==> src/rtl/stopwatch_pkg.sv <==
// Shared types and constants for the stopwatch input control stage.
package stopwatch_pkg;

  typedef enum logic [1:0] {
    DB_ZERO  = 2'd0,
    DB_WAIT1 = 2'd1,
    DB_ONE   = 2'd2,
    DB_WAIT0 = 2'd3
  } db_state_t;

  typedef enum logic {
    STOPPED = 1'b0,
    RUNNING = 1'b1
  } run_state_t;

  localparam int unsigned DB_CYCLES_DEFAULT = 32'd2_000_000;

endpackage

==> src/rtl/stopwatch_input_ctrl_db_fsm.sv <==
// Two-flop synchroniser plus four-state debouncer for one raw board input.
// Outputs the debounced level and a one-cycle tick on its rising edge.
module db_fsm
  import stopwatch_pkg::*;
#(
  parameter int unsigned DB_CYCLES = DB_CYCLES_DEFAULT
) (
  input  logic clk,
  input  logic reset_n,
  input  logic raw,
  output logic level,
  output logic rise
);

  localparam int CW = $clog2(DB_CYCLES + 1);
  // WAIT states spend DB_CYCLES edges before the level flips, so load one less.
  localparam logic [CW-1:0] LOAD = CW'(DB_CYCLES - 1);

  logic          sync_meta_r;
  logic          sync_r;
  db_state_t     state_r;
  db_state_t     state_next_s;
  logic [CW-1:0] cnt_r;
  logic [CW-1:0] cnt_next_s;
  logic          level_s;
  logic          level_prev_r;

  // Synchroniser, debounce state/counter and previous-level registers.
  always_ff @(posedge clk) begin
    if (!reset_n) begin
      sync_meta_r  <= 1'b0;
      sync_r       <= 1'b0;
      state_r      <= DB_ZERO;
      cnt_r        <= {CW{1'b0}};
      level_prev_r <= 1'b0;
    end else begin
      sync_meta_r  <= raw;
      sync_r       <= sync_meta_r;
      state_r      <= state_next_s;
      cnt_r        <= cnt_next_s;
      level_prev_r <= level_s;
    end
  end

  // Debounce next-state and counter logic.
  always_comb begin
    state_next_s = state_r;
    cnt_next_s   = cnt_r;
    case (state_r)
      DB_ZERO: begin
        if (sync_r) begin
          state_next_s = DB_WAIT1;
          cnt_next_s   = LOAD;
        end else begin
          state_next_s = DB_ZERO;
        end
      end
      DB_WAIT1: begin
        if (!sync_r) begin
          state_next_s = DB_ZERO;
        end else if (cnt_r == {CW{1'b0}}) begin
          state_next_s = DB_ONE;
        end else begin
          cnt_next_s = cnt_r - CW'(1'b1);
        end
      end
      DB_ONE: begin
        if (!sync_r) begin
          state_next_s = DB_WAIT0;
          cnt_next_s   = LOAD;
        end else begin
          state_next_s = DB_ONE;
        end
      end
      DB_WAIT0: begin
        if (sync_r) begin
          state_next_s = DB_ONE;
        end else if (cnt_r == {CW{1'b0}}) begin
          state_next_s = DB_ZERO;
        end else begin
          cnt_next_s = cnt_r - CW'(1'b1);
        end
      end
      default: begin
        state_next_s = DB_ZERO;
        cnt_next_s   = {CW{1'b0}};
      end
    endcase
  end

  assign level_s = (state_r == DB_ONE) || (state_r == DB_WAIT0);
  assign level   = level_s;
  assign rise    = level_s & ~level_prev_r;

endmodule

==> src/rtl/stopwatch_input_ctrl.sv <==
// Stopwatch front end: debounced start/stop toggle, clear pulse and direction level.
// Optional macro STOPWATCH_DIR_LOCK_EN freezes direction while the counter runs.
module stopwatch_input_ctrl
  import stopwatch_pkg::*;
#(
  parameter int unsigned DB_CYCLES = DB_CYCLES_DEFAULT
) (
  input  logic clk,
  input  logic reset_n,
  input  logic btn_go,
  input  logic btn_clr,
  input  logic sw_dir,
  output logic go,
  output logic clr,
  output logic direction
);

  logic       go_level_s;
  logic       go_tick_s;
  logic       clr_level_s;
  logic       clr_tick_s;
  logic       dir_level_s;
  logic       dir_rise_s;
  logic       unused_s;
  run_state_t run_state_r;
  run_state_t run_next_s;
  logic       clr_r;
  logic       clr_next_s;
  logic       dir_r;

  db_fsm #(.DB_CYCLES(DB_CYCLES)) u_db_go (
    .clk(clk), .reset_n(reset_n), .raw(btn_go), .level(go_level_s), .rise(go_tick_s)
  );

  db_fsm #(.DB_CYCLES(DB_CYCLES)) u_db_clr (
    .clk(clk), .reset_n(reset_n), .raw(btn_clr), .level(clr_level_s), .rise(clr_tick_s)
  );

  db_fsm #(.DB_CYCLES(DB_CYCLES)) u_db_dir (
    .clk(clk), .reset_n(reset_n), .raw(sw_dir), .level(dir_level_s), .rise(dir_rise_s)
  );

  assign unused_s = go_level_s ^ clr_level_s ^ dir_rise_s;

  // Run state and clear pulse registers.
  always_ff @(posedge clk) begin
    if (!reset_n) begin
      run_state_r <= STOPPED;
      clr_r       <= 1'b0;
    end else begin
      run_state_r <= run_next_s;
      clr_r       <= clr_next_s;
    end
  end

  // Clear has priority over a simultaneous start/stop toggle.
  always_comb begin
    run_next_s = run_state_r;
    clr_next_s = 1'b0;
    if (clr_tick_s) begin
      run_next_s = STOPPED;
      clr_next_s = 1'b1;
    end else if (go_tick_s) begin
      case (run_state_r)
        STOPPED: run_next_s = RUNNING;
        RUNNING: run_next_s = STOPPED;
        default: run_next_s = STOPPED;
      endcase
    end else begin
      run_next_s = run_state_r;
    end
  end

`ifdef STOPWATCH_DIR_LOCK_EN
  // Direction register; a change made while running stays pending in the debouncer.
  always_ff @(posedge clk) begin
    if (!reset_n) begin
      dir_r <= 1'b0;
    end else if (run_state_r == STOPPED) begin
      dir_r <= dir_level_s;
    end else begin
      dir_r <= dir_r;
    end
  end
`else
  // Direction register tracking the debounced switch.
  always_ff @(posedge clk) begin
    if (!reset_n) begin
      dir_r <= 1'b0;
    end else begin
      dir_r <= dir_level_s;
    end
  end
`endif

  assign go        = (run_state_r == RUNNING);
  assign clr       = clr_r;
  assign direction = dir_r;

endmodule

==> config.mk <==
export PLATFORM = sky130hd
export DESIGN_NAME = stopwatch_input_ctrl
export DESIGN_NICKNAME = d
export VERILOG_FILES = /design/src/rtl/stopwatch_pkg.sv /design/src/rtl/stopwatch_input_ctrl_db_fsm.sv /design/src/rtl/stopwatch_input_ctrl.sv
export SDC_FILE = /design/constraint.sdc
export NUM_CORES = 1
export LEC_CHECK = 0
export CELL_PAD_IN_SITES_DETAIL_PLACEMENT = 0
export CELL_PAD_IN_SITES_GLOBAL_PLACEMENT = 1
export CORE_MARGIN = 2
export CORE_UTILIZATION = 48
export DETAILED_ROUTE_END_ITERATION = 6
export PLACE_DENSITY_LB_ADDON = 0.1
export SYNTH_ARGS = -nofsm -noshare
export SYNTH_HDL_FRONTEND = slang
export SYNTH_HIERARCHICAL = 1
export SYNTH_SLANG_ARGS = --single-unit
==> constraint.sdc <==
create_clock -name clk -period 2.45 [get_ports clk]
set_input_delay 0.245 -clock clk [delete_from_list [all_inputs] [get_ports clk]]
set_output_delay 0.245 -clock clk [all_outputs]
set_load 0.02 [all_outputs]
==> impl_results.md <==
* Total Routing Usage GR at 0.2058
* Largest fanout on the critical path at 13
* Dpl cell area at 4384 um^2
* Core Box Area at 8258 um^2
* Mapped cell area at 4104 um^2
* Post-Syn Nets at 475
* Reg2reg end: u_db_go/cnt_r[17]$_SDFFE_PN0P_
* CTS tree: yes
* Critical-path cell with the highest stage delay: and4b_1
* Power Density at 717.8 nW/um^2
* Ant diodes at 0
* Rows at 33
* Largest net degree at the start of global routing at 14
* Placer Congestion at 0.8138
* Reg2Reg Depth at 5
* Vias in the first global route at 3072
* Worst slew pin tran at 568.7 ps
* DRC Markers at 0
* Hold_ws at 426.0 ps
* WP data required at 2690 ps
* Critical path cell sequence: nor4_2, and4b_1, a21oi_2, a21boi_0, o221a_2
* Sink Count at 80
* Final critical-path share of the clock period at 0.8749
* Remaining antenna violation count at 0
* Mapped Cells at 464
* Final net count at 494
* Min Tclk post-route at 2144 ps
* Sum Neg Setup Slack at 0 ps
* Crit. End Element: register
* Total grt overflow at 0
* Worst hold start: u_db_dir/sync_meta_r$_SDFF_PN0_
* Max Freq at 0.4665 GHz
* RSZ-0062 raised after global routing: false
* Skew final at 13.50 ps
* Startpoint types: register
* Num CTS Buffers at 9
* Max IR drop VDD at 0.0003248 V
* Reg-to-Reg Start: u_db_go/cnt_r[4]$_SDFFE_PN0P_
* Post-CTS setup buffer count at 0
* Die H at 96.47 um
* LEAKAGE at 1.608 nW
* Hpwl dp at 6.296 mm
* Final Max Tran Viols at 0
* Final setup viols at 0
* Initial antenna violation count at 0
* Most frequent cells in the layout: dfxtp_1 (80), nor2_1 (54), nand2_1 (39), xnor2_1 (37), buf_4 (26)
* Setup CP Type: reg -> reg
* First-pass GRT wire length at 14.90 mm
* Resize count post-CTS at 0
* Normalized max-slew margin at 0.6209
* Worst-path clk slew at 90 ps
* Wire per inst at 15.26 um
* Initial core utilization at 0.4970
* Hold endpoint: u_db_dir/sync_r$_SDFF_PN0_
* Worst R2R Setup Slack at 310 ps
* Worst hold path type: reg -> reg
* First-pass DRT Iterations at 5
* Layout cell share with drive strength beyond 1 at 0.1458
* Worst slack, placed at 324.9 ps
* Clock root buffer: clkbuf_8
* PortBufs at 7
* Routed via count at 3360
* Die area at 9306 um^2
* Die Wd at 96.47 um
* Syn Area/Cell at 8.845 um^2
* H-tree Lvls at 3
* Hold Vio Cnt, Final at 0
* Biggest regs: u_db_clr/cnt_r (21), u_db_dir/cnt_r (21), u_db_go/cnt_r (21)
* Outcome: completed
* Number of vias per cell at 5.676
* Skew-Pair Late Insertion Delay at 340 ps
* Final std cell area, no fill at 4618 um^2
* Ports at 8
* Worst hold stages at 1
* Max Cap Violations at 0
* Data arrival, critical path at 2390 ps
* Setup slack after layout at 306.4 ps
* Initial drt markers at 114
* Commonest non-fill, non-tap cell in the layout: dfxtp_1
* Hold buffers post-CTS at 0
* Clock buffer depth at 2
* Final wirelength at 9.034 mm
* Slowest stage delay, CP at 510 ps
* Ys Warns at 6
* P&R area growth vs syn at 12.53%
[layer usage]
layer	track usage	share of wire	vias to the layer above
li1	-	-	1727
met1	0.2948	0.51	1581
met2	0.3166	0.45	50
met3	0.04888	0.035	2
met4	0.04225	0.0044	0
met5	0	0	-
[critical path, delay by kind of cell, from the launching register on]
kind,cells,cell delay [ps]
AND/OR/NAND/NOR,2,980
flip-flops,1,370
AO/OA/AOI/OAI,3,690
[how the worst max path moves through the flow]
stage          depth (start not counted)                              end  slack (ps)                            start
2_1_floorplan                          6  u_db_clr/cnt_r[10]$_SDFFE_PN0P_         620  u_db_clr/cnt_r[16]$_SDFFE_PN0P_
3_3_place_gp                           5   u_db_go/cnt_r[19]$_SDFFE_PN0P_         340    u_db_go/cnt_r[4]$_SDFFE_PN0P_
3_5_place_dp                           5   u_db_go/cnt_r[17]$_SDFFE_PN0P_         320    u_db_go/cnt_r[4]$_SDFFE_PN0P_
4_1_cts                                5   u_db_go/cnt_r[17]$_SDFFE_PN0P_         310    u_db_go/cnt_r[4]$_SDFFE_PN0P_
5_1_grt                                5   u_db_go/cnt_r[17]$_SDFFE_PN0P_         130    u_db_go/cnt_r[4]$_SDFFE_PN0P_
6_report                               5   u_db_go/cnt_r[17]$_SDFFE_PN0P_         310    u_db_go/cnt_r[4]$_SDFFE_PN0P_
[area by class of cell]
| type | count | area, um^2 |
|---|---|---|
| well taps | 105 | 131.4 |
| fillers | 776 | 3640 |
| multi-input cells | 350 | 2352 |
| repair buffers | 33 | 265.3 |
| flip-flops and latches | 80 | 1602 |
| clock buffers | 10 | 127.6 |
| clock inverters | 5 | 106.4 |
| inverters | 9 | 33.78 |
[per-stage QoR]
stage                 util  power (mW)  cells
finish              0.5592       3.315    592
CTS                 0.5592       3.341    592
floorplan                -       1.997    464
detailed placement  0.5309       2.176    577
global route        0.5592       3.482    592
global placement    0.5309       2.171    577
[where the power goes]
group          internal, mW  switching, mW
Combinational         0.302          0.388
Sequential             1.37         0.0903
Clock                 0.674          0.487
Total                  2.35          0.965
Note: power is estimated with default switching activity, not from simulation.
==> variant 1 (same settings) <==
Build with the macro `STOPWATCH_DIR_LOCK_EN` defined.
--- a/src/rtl/stopwatch_input_ctrl.sv
+++ b/src/rtl/stopwatch_input_ctrl.sv
@@ -1,5 +1,7 @@
 // Stopwatch front end: debounced start/stop toggle, clear pulse and direction level.
 // Optional macro STOPWATCH_DIR_LOCK_EN freezes direction while the counter runs.
+`define STOPWATCH_DIR_LOCK_EN
+
 module stopwatch_input_ctrl
   import stopwatch_pkg::*;
 #(
Behaviour: same outputs for any inputs over 10 cycles, from zero or initial values and one cycle with reset_n low; that may be too few to reach the edited logic, so the function may still have changed.
==> variant 1 against the original RTL <==
- critical path depth unchanged
- power down 6.1%
- maximum frequency grew 2.1%
- setup slack improved by 44 ps
- sequential cell count unchanged
- area after synthesis up 0.24%
- cell area is 1.1% lower
- routed wire length shrank 2.2%
- largest cell class unchanged
- largest power group unchanged
==> variant 1: results (changes against the original RTL) <==
metric,value,unit,change
ff2ff_path_depth,5,,unchanged
hold_path_depth,1,,unchanged
fin_nets,492,,-0.40%
wl_per_cell,15.0,microns,-1.7%
synth_nets,476,,+0.21%
dpl.hpwl,6170,microns,-2.0%
cts_resized,0,,unchanged
status,completed,,
hold_class,reg -> reg,,
grt_pass1_wl,15000,microns,+0.93%
clockBufferDepth,2,,unchanged
grt_pass1_vias,3159,,+2.8%
largestRegisters,"u_db_clr/cnt_r x21, u_db_dir/cnt_r x21, u_db_go/cnt_r x21",,
drtIter0Drc,101,,-11%
gp_congestion,0.851,,+4.6%
drtPass1Iterations,5,,unchanged
cts_root_buf,clkbuf_8,,
dp.cells,575,,-0.35%
vias,3337,,-0.68%
power.switching,925,uW,-4.2%
clock-skew-final,9.58,ps,-3.93 ps
crit_arrival,2340,ps,-50 ps
ys.warnings.count,6,,unchanged
grt_use_total,20.6,%,+0.033 points
fillers,801,,+3.2%
drt-vias-per-instance,5.67,,-0.18%
numCtsBuffers,9,,unchanged
peakVddDrop,0.336,mV,+3.6%
grt_max_degree,39,,+25
worstMarginPinSlew,618,ps,+48.9 ps
netlist_instances,465,,+0.22%
p_leak,1.58,nW,-1.9%
clkSlewWorstSetupHoldPaths,80,ps,
drive_gt1_share,14.0,%,-0.53 points
## variant 1: worst max-delay path, stage by stage, from the launching register on
cell and delay (ps):
dfxtp_1 360, nor4_2 480, and4b_1 490, a21oi_2 230, a21boi_0 180, o221a_2 250
## variant 1: power groups by stage
stage                     logic [mW]  clock network [mW]  registers (mW)
after floorplan                0.524                   0            1.47
after global placement         0.676                   0            1.49
after detailed placement       0.681                   0            1.49
after CTS                      0.686                1.01            1.46
after global routing           0.765                1.05            1.48
final                          0.683               0.965            1.46
## variant 1: through the flow
stage | setup WS [ps] | util, % | cell area (sq um) | hold WS [ps]
2_1_floorplan | 622 | - | 4110 | 372
3_3_place_gp | 395 | 52.9 | 4370 | 413
3_5_place_dp | 351 | 52.9 | 4370 | 426
4_1_cts | 334 | 55.3 | 4570 | 449
5_1_grt | 100 | 55.3 | 4570 | 457
6_report | 351 | 55.3 | 4570 | 447
## variant 1: worst paths after layout
path	to	from	slack, ps
worst max-delay path	u_db_go/cnt_r[17]	u_db_go/cnt_r[4]	350
worst min-delay path	u_db_dir/sync_r	u_db_dir/sync_meta_r	450
worst max register to register	u_db_go/cnt_r[17]	u_db_go/cnt_r[4]	350
worst min register to register	u_db_dir/sync_r	u_db_dir/sync_meta_r	450
## variant 1: final cells by class
type	instances	share of cell area, %
Clock buffer	11	3.32
Clock inverter	3	0.932
Inverter	9	0.740
Multi-Input combinational cell	351	51.7
Sequential cell	80	35.1
Tap cell	105	2.88
Timing Repair Buffer	30	5.32
## variant 1: per-layer routing
layer / wire length [microns] / up-vias / track usage (%)
met5: 0 / - / 0
met3: 242 / 9 / 3.88
li1: - / 1721 / -
met2: 4170 / 42 / 33.5
met1: 4310 / 1565 / 27.6
met4: 114 / 0 / 6.81
==> variant 2 (config.mk and constraints unchanged) <==
Without the edit above. Register the inputs `btn_go`, `btn_clr` and `sw_dir` before use, with the module's reset. The logic sees them one clock later.
--- a/src/rtl/stopwatch_input_ctrl.sv
+++ b/src/rtl/stopwatch_input_ctrl.sv
@@ -15,6 +15,22 @@
   output logic direction
 );
 
+  logic btn_go_q;
+  logic btn_clr_q;
+  logic sw_dir_q;
+
+  always_ff @(posedge clk) begin
+    if (!reset_n) begin
+      btn_go_q  <= '0;
+      btn_clr_q <= '0;
+      sw_dir_q  <= '0;
+    end else begin
+      btn_go_q  <= btn_go;
+      btn_clr_q <= btn_clr;
+      sw_dir_q  <= sw_dir;
+    end
+  end
+
   logic       go_level_s;
   logic       go_tick_s;
   logic       clr_level_s;
@@ -29,15 +45,15 @@
   logic       dir_r;
 
   db_fsm #(.DB_CYCLES(DB_CYCLES)) u_db_go (
-    .clk(clk), .reset_n(reset_n), .raw(btn_go), .level(go_level_s), .rise(go_tick_s)
+    .clk(clk), .reset_n(reset_n), .raw(btn_go_q), .level(go_level_s), .rise(go_tick_s)
   );
 
   db_fsm #(.DB_CYCLES(DB_CYCLES)) u_db_clr (
-    .clk(clk), .reset_n(reset_n), .raw(btn_clr), .level(clr_level_s), .rise(clr_tick_s)
+    .clk(clk), .reset_n(reset_n), .raw(btn_clr_q), .level(clr_level_s), .rise(clr_tick_s)
   );
 
   db_fsm #(.DB_CYCLES(DB_CYCLES)) u_db_dir (
-    .clk(clk), .reset_n(reset_n), .raw(sw_dir), .level(dir_level_s), .rise(dir_rise_s)
+    .clk(clk), .reset_n(reset_n), .raw(sw_dir_q), .level(dir_level_s), .rise(dir_rise_s)
   );
 
   assign unused_s = go_level_s ^ clr_level_s ^ dir_rise_s;
Check against the original RTL: same outputs for any inputs over 10 cycles, from zero or initial values and one cycle with reset_n low; that may be too few to reach the edited logic, so the function may still have changed.
==> variant 2 against the original RTL <==
- cell area increased by 1.5%
- count of clock-buffer cells in the layout unchanged
- setup slack improved by 20 ps
- critical path type unchanged
- combinational power decreased by 16%
- first-iteration DRC count increased by 48%
- sequential cell count increased by 3
- routed wire length about the same
- utilization decreased by 1.4 points
- highest routed layer unchanged
- critical endpoint unchanged
- area after synthesis increased by 1.9%
- power decreased by 10%
==> variant 2: results (changes against the original RTL) <==
metric,value,unit,change
status,completed,,
design_area,4690,sq um,+1.5%
p_leak,1.65,nW,+2.4%
clock.fmax,0.471,GHz,+0.95%
r2r_end,u_db_go/cnt_r[17],,
vias,3412,,+1.5%
fin_nets,503,,+1.8%
ff2ff_path_depth,5,,unchanged
grt_max_degree,16,,+2
place_ws,349,ps,+24.0 ps
comb_power_share,19.6,%,-1.2 points
grt_use_total,19.9,%,-0.69 points
fillers,790,,+1.8%
hold_end,u_db_clr/sync_meta_r,,
clockBufferDepth,2,,unchanged
peakVddDrop,0.365,mV,+12%
worstMarginPinSlew,598,ps,+29.0 ps
wl_per_cell,14.9,microns,-2.2%
stdcell_count,605,,+2.2%
reg2reg_slack,330,ps,+20 ps
drive_gt1_share,15.3,%,+0.71 points
reg2reg_from,u_db_go/cnt_r[16],,
drtIter0Drc,169,,+48%
netlist_instances,470,,+1.3%
clock-skew-final,11.8,ps,-1.70 ps
p_int,2.07,mW,-12%
cts_root_buf,clkbuf_8,,
dpl.hpwl,6420,microns,+2.0%
worstHoldStart,btn_clr_q,,
dp.cells,589,,+2.1%
period_share,86.7,%,-0.82 points
crit_arrival,2360,ps,-30 ps
gp_congestion,0.809,,-0.58%
grt_pass1_vias,3185,,+3.7%
synth_nets,481,,+1.3%
dpl_cell_area,4500,sq um,+2.7%
grt_pass1_wl,15600,microns,+4.4%
==> variant 2: layer usage <==
metal / GRT usage, % / up-vias / wire length [microns]
met5: 0 / - / 0
met4: 7.59 / 0 / 146
met3: 3.02 / 13 / 183
met2: 30.3 / 30 / 4130
met1: 28.5 / 1620 / 4570
li1: - / 1749 / -
==> variant 2: final cells by class <==
| cell class | instances | share of cell area, % |
|---|---|---|
| multi-input cells | 353 | 50.6 |
| clock inverters | 6 | 1.07 |
| clock buffers | 10 | 2.93 |
| repair buffers | 36 | 6.40 |
| flip-flops and latches | 83 | 35.4 |
| inverters | 9 | 0.720 |
| well taps | 108 | 2.88 |
==> variant 2: stage by stage <==
step	hold WS, ps	power, mW
floorplan	367	1.90
global placement	419	2.07
detailed placement	419	2.07
CTS	440	3.00
global route	465	3.14
finish	438	2.98
==> variant 2: worst max-delay path, stage by stage (launching register included) <==
cell,delay [ps]
dfxtp_1,360
or4_4,570
nor4_4,400
a21oi_2,250
a21boi_0,180
o221a_2,250
